**config.mk**
```make
export PLATFORM = sky130hd
export DESIGN_NAME = instr_fetch_unit
export DESIGN_NICKNAME = d
export VERILOG_FILES = /design/src/rtl/instr_fetch_unit.sv
export SDC_FILE = /design/constraint.sdc
export NUM_CORES = 1
export LEC_CHECK = 0
export CAP_MARGIN = 20
export CORE_UTILIZATION = 54
export DETAILED_ROUTE_END_ITERATION = 8
export GPL_ROUTABILITY_DRIVEN = 0
export HOLD_SLACK_MARGIN = 0.12
export PLACE_DENSITY = 0.95
export SLEW_MARGIN = 20
export SYNTH_ARGS = -nofsm -noshare
export SYNTH_HDL_FRONTEND = slang
export SYNTH_SLANG_ARGS = --single-unit
```
**constraint.sdc**
```tcl
create_clock -name clk -period 4.8 [get_ports clk]
set_clock_uncertainty 0.2 [all_clocks]
set_input_delay 0.96 -clock clk [delete_from_list [all_inputs] [get_ports clk]]
set_output_delay 0.96 -clock clk [all_outputs]
set_load 0.02 [all_outputs]
```
**src/rtl/instr_fetch_unit.sv**
```systemverilog
// Instruction fetch stage: reads four little-endian bytes per word from the toggle-triggered
// byte rom and presents the assembled word with its PC over a valid/ready handshake.
module instr_fetch_unit #(
  parameter logic [31:0] RESET_PC = 32'h0000_0000,
  parameter int unsigned ROM_WAIT = 2
) (
  input  logic        clk,
  input  logic        rst_n,
  input  logic        fetch_en,
  output logic [31:0] rom_addr,
  output logic        rom_trigger,
  input  logic [7:0]  rom_data,
  output logic [31:0] instr,
  output logic [31:0] instr_pc,
  output logic        instr_valid,
  input  logic        instr_ready,
  input  logic        branch_en,
  input  logic [31:0] branch_target
);

  typedef enum logic [2:0] {IDLE, ADDR, TRIG, WAIT, HOLD} state_t;

  localparam int unsigned     WW        = (ROM_WAIT > 1) ? $clog2(ROM_WAIT) : 1;
  localparam logic [WW-1:0]   WAIT_LOAD = WW'(ROM_WAIT - 1);

  state_t        state;
  logic [31:0]   pc;
  logic [1:0]    byte_idx;
  logic [WW-1:0] wait_cnt;

  always_ff @(posedge clk or negedge rst_n) begin
    if (!rst_n) begin
      state       <= IDLE;
      pc          <= RESET_PC & ~32'h3;
      byte_idx    <= '0;
      wait_cnt    <= '0;
      rom_addr    <= '0;
      rom_trigger <= 1'b0;
      instr       <= '0;
      instr_pc    <= '0;
      instr_valid <= 1'b0;
    end else if (branch_en) begin
      // Redirect wins over everything; a toggle already issued is left alone and its byte ignored.
      pc          <= branch_target & ~32'h3;
      byte_idx    <= '0;
      instr_valid <= 1'b0;
      state       <= ADDR;
    end else begin
      case (state)
        IDLE: begin
          if (fetch_en) begin
            byte_idx <= '0;
            state    <= ADDR;
          end
        end
        ADDR: begin
          rom_addr <= pc + {30'b0, byte_idx};
          state    <= TRIG;
        end
        TRIG: begin
          rom_trigger <= ~rom_trigger;
          wait_cnt    <= WAIT_LOAD;
          state       <= WAIT;
        end
        WAIT: begin
          if (wait_cnt == '0) begin
            instr[{byte_idx, 3'b000} +: 8] <= rom_data;
            if (byte_idx == 2'd3) begin
              instr_valid <= 1'b1;
              instr_pc    <= pc;
              state       <= HOLD;
            end else begin
              byte_idx <= byte_idx + 2'd1;
              state    <= ADDR;
            end
          end else begin
            wait_cnt <= wait_cnt - 1'b1;
          end
        end
        HOLD: begin
          if (instr_valid && instr_ready) begin
            instr_valid <= 1'b0;
            pc          <= pc + 32'd4;
            byte_idx    <= '0;
            state       <= fetch_en ? ADDR : IDLE;
          end
        end
        default: state <= IDLE;
      endcase
    end
  end

endmodule

```
# == Word-level counts from Yosys, hierarchy flattened ==
# Cells that the tools add are included.
# word_totals
output_inout_bits,98
ff_bits,136
inputBits,45
# classes
n_eq_ne,10
n_shift,2
bitwise_logic,3
add_sub_neg,5
mux,24
reduce_logical,16
# ops
op,count
32-bit two-way mux,3
32-bit by 2-bit adder with 32-bit output,1
"32-bit by 3-bit adder with 32-bit output, second input constant",1
32-bit bitwise mux,1
"8-bit by 7-bit variable shift with 32-bit output, first input constant",1
8-bit by 7-bit variable part select with 32-bit output,1
3-bit two-way mux,5
"3-bit inequality test, second input constant",5
3-bit one-hot mux with 5 select lines,1
2-bit two-way mux,5
2-bit AND reduction,4
4-bit AND reduction,2
5-bit negator with 7-bit output,1
"3-bit by 2-bit == test with 1-bit output, second input constant",2
1-bit two-way mux,6
2-bit one-hot mux with 3 select lines,1
3-bit AND reduction,2
2-bit nonzero test,3
5-bit AND reduction,1
1-bit one-hot mux with 2 select lines,2
4-bit nonzero test,1
"3-bit by 1-bit == test with 1-bit output, second input constant",1
"3-bit == test, second input constant",1
3-bit logical NOT,1
6 further kinds,8

# == Depth between registers and ports, before layout ==
# logic_depth
word_depth,5
depth_mapped,7
mapped_depth_nobuf,5

# == Worst setup path after synthesis ==
# No wires, ideal clock.
# synth_path
path_type,input -> register
start,in branch_en
end,reg instr[14]
n_path_buf,2
cell_stages,6
arrival_ps,2306
path_slack_ps,2212
path_cell_list,or2_2 > buf_2 > nor4b_2 > clkbuf_1 > nand3_1 > o21ai_0
# synth_via
elab_chain_len,2
# synth_lines
item,line_no,text
from (decl),17,"input logic branch_en,"
1-bit inverter (no source line),n/a,
3-bit AND reduction (no source line),n/a,
"to (signal, indexed assignment)",67,"instr[{byte_idx, 3'b000} +: 8] <= rom_data;"
to (decl),13,"output logic [31:0] instr,"
# No other way between the ends.
# A chain may end at the register's enable or synchronous reset.

# == Worst setup path after layout ==
# layout_path
start,in branch_en
end,reg rom_addr[17]
# layout_via
elab_chain_len,2
# layout_lines
item,line_no,text
1-bit inverter (no source line),n/a,
2-bit AND reduction (no source line),n/a,
to (signal assigned),57,"rom_addr <= pc + {30'b0, byte_idx};"
to (decl),10,"output logic [31:0] rom_addr,"
# No other way between the ends.

==> results.yml <==
critical_path:
  cp.buffers_inverters: 3
  crit_arrival_ns: 3.37
  worstPathMaxFanout: 30
  worstPathCellList: "clkdlybuf4s50_1 > buf_4 > or2_2 > nor3b_4 > buf_4 > mux2_2"
  crit_family: "buffers and inverters"
  end_kind: "flop"
  critPathLaunchType: "input port"
  cp_num_cells: 6
  slowest_delay_ns: 0.47
  cp_common_cell: "buf_4"
  worstSetupPathType: "in2reg"
  r2r_slack_ns: 1.79
  crit_slowest_cell: "or2_2"
  worstPathRequired_ns: 5.00
  worst_r2r_path_depth: 4
synthesis:
  synth-edff-count: 0
  synthCells: 538
  syn_area_per_cell_um2: 11.0
  synth.area.top_cells: "dfrtp_1 (56%), mux2_2 (12%), o21ai_0 (4.3%), nand3_1 (3.5%), inv_1 (2.6%)"
  netlist_area_um2: 5940
  async_reset_ff_frac: 1.00
  ys.flop_type: "dfrtp_1"
  yosys-top-cells-count: "dfrtp_1 (132), mux2_2 (62), o21ai_0 (51)"
  synth_seq_cells: 132
  yosysMostFrequentCell: "dfrtp_1"
  synth_cell_types: 42
  yosys_warnings: 0
  synth.top_cell.area_share: 0.556
  yosysSeqAreaShare: 0.556
  yosys.area.top_type: "dfrtp_1"
global_routing:
  overflow: 0
  grt_pass1_vias: 5096
  antenna_found_initial: 0
  grt_pass1_wl_um: 25600
  track_usage: 0.293
  grt_max_degree: 76
cells_and_area:
  nets: 723
  areaGrowthSynthToFinish_pct: 35.5
  drive_gt1_frac: 0.164
  final_area_um2: 8050
  fillers: 671
  diodes: 0
detailed_routing:
  drt_iter0_drc: 426
  dr.pass1.iters: 7
  dr_total_vias: 5000
  wirelength_um: 16000
  drcViolationCount: 0
  wl_per_cell_um: 19.6
  ant_nets: 0
  vias_per_cell: 6.10
timing:
  max_freq_mhz: 315
  worstMarginPinSlew_ns: 1.09
  fin_crit_sh: 0.662
  setup-violations-final: 0
  hold_violations: 0
  drv_slew: 0
  min_period_ns: 3.18
  tns_ns: 0
  slew-limit-headroom: 0.269
  rsz0062_at_grt: "false"
placement:
  hpwl_um: 10300
  placed_area_um2: 7400
  io_buffer_count: 138
floorplan:
  core_area_um2: 10500
  fp.dieH_um: 107
  die_area_um2: 11400
  ioPinCount: 143
  die_x_um: 107
  start_util: 0.565
  placementRows: 37
run_status:
  status: "finished, final reports clean"
power_and_ir_drop:
  seqPwrFrac: 0.392
  peakVddDrop_mv: 0.319
  power_density_nw_per_um2: 472
  internal-power_uw: 2620
  switching_share: 0.311
  power_leakage_uw: 0.00341
  clock_power_share: 0.347
  power_switching_uw: 1180
  power.total_uw: 3800
  power_frac_comb: 0.260
cts:
  cts_setup_buffers: 0
  clock-root-buffer: "clkbuf_8"
  ctsResizeCount: 0
  ctsLongestPathBuffers: 2
  h-tree-depth: 4
  clk-insertion-delay-late_ns: 0.51
  cts.sinks: 132
  cts_tree: "built"
  cts_buffers: 17
  clk_pin_slew_ns: 0.06
  holdBufCountCts: 0
hold_path:
  min_path_cells: 1
  min_path_type: "reg2reg"
run:
  drv_cap: 0
-- through the flow --
step	cells	util	hold slack [ns]	worst slack, ns
final	820	0.766	0.278	1.62
after global routing	820	0.766	0.310	1.54
after CTS	819	0.762	0.274	1.58
after detailed placement	787	0.704	0.266	1.13
after global placement	787	0.704	0.260	1.18
after floorplan	539	-	0.312	2.21
-- power by group through the flow --
stage               Sequential (µW)  Clock [µW]  Combinational, µW
floorplan                      1670           0                287
global placement               1490           0                941
detailed placement             1500           0                973
CTS                            1480        1330                988
global route                   1510        1380               1050
finish                         1490        1320                989
-- cell families (layout without fill, tap and decap cells) --
family,Yosys count,count (layout),share of synthesized area
muxes,63,63,0.119
xor gates and xnor gates,9,9,0.0133
DFF,132,132,0.556
and+or+nand+nor,159,159,0.153
adders and majority gates,7,7,0.0147
buffers and inverters,73,218,0.0505
other,1,2,0.000631
AOI/OAI and AO/OA,94,94,0.0929
-- cell usage in the layout, fill, tap and decap left out, types with 3 or more instances in the layout --
cell	count
buf_4	7
nor4b_4	4
or3_1	10
a31oi_1	21
a21oi_1	3
nor2_1	25
o31ai_1	13
nand2_1	20
nor3_1	6
inv_6	4
clkdlybuf4s50_1	137
bufinv_16	3
inv_1	40
o21ai_0	51
xnor2_1	7
nor3b_1	5
or2_2	4
nor4_1	4
clkbuf_16	16
nand3_1	41
mux2_2	62
nand4_1	11
or4_1	14
ha_1	7
dfrtp_1	132
and3_1	4
clkinvlp_4	3
-- final cells by class --
class / instances / area (µm²) / area share
Tap cell: 136 / 170 / 0.0211
Clock inverter: 14 / 175 / 0.0218
Inverter: 41 / 154 / 0.0191
Timing Repair Buffer: 145 / 1440 / 0.179
Clock buffer: 18 / 428 / 0.0531
Sequential cell: 132 / 3300 / 0.410
Multi-Input combinational cell: 334 / 2380 / 0.296
-- per-layer routing --
| metal | track usage | wire, µm |
|---|---|---|
| met5 | 0 | 0 |
| met4 | 0.163 | 541 |
| met3 | 0.0559 | 1030 |
| met2 | 0.488 | 8320 |
| met1 | 0.358 | 6150 |
-- state kept, by name, indices dropped and copies added, names as in the netlist --
register,cells
byte_idx,2
instr,32
instr_pc,30
instr_valid,1
pc,30
rom_addr,32
rom_trigger,1
state,3
wait_cnt,1
-- final timing paths --
check | start | to
max | branch_en | rom_addr[17]
min | rom_trigger | rom_trigger
max reg2reg | state[2] | pc[18]
min reg2reg | rom_trigger | rom_trigger
max in group asynchronous | rst_n | instr[8]
min in group asynchronous | rst_n | instr_pc[16]
(Power assumes the default switching activity.)
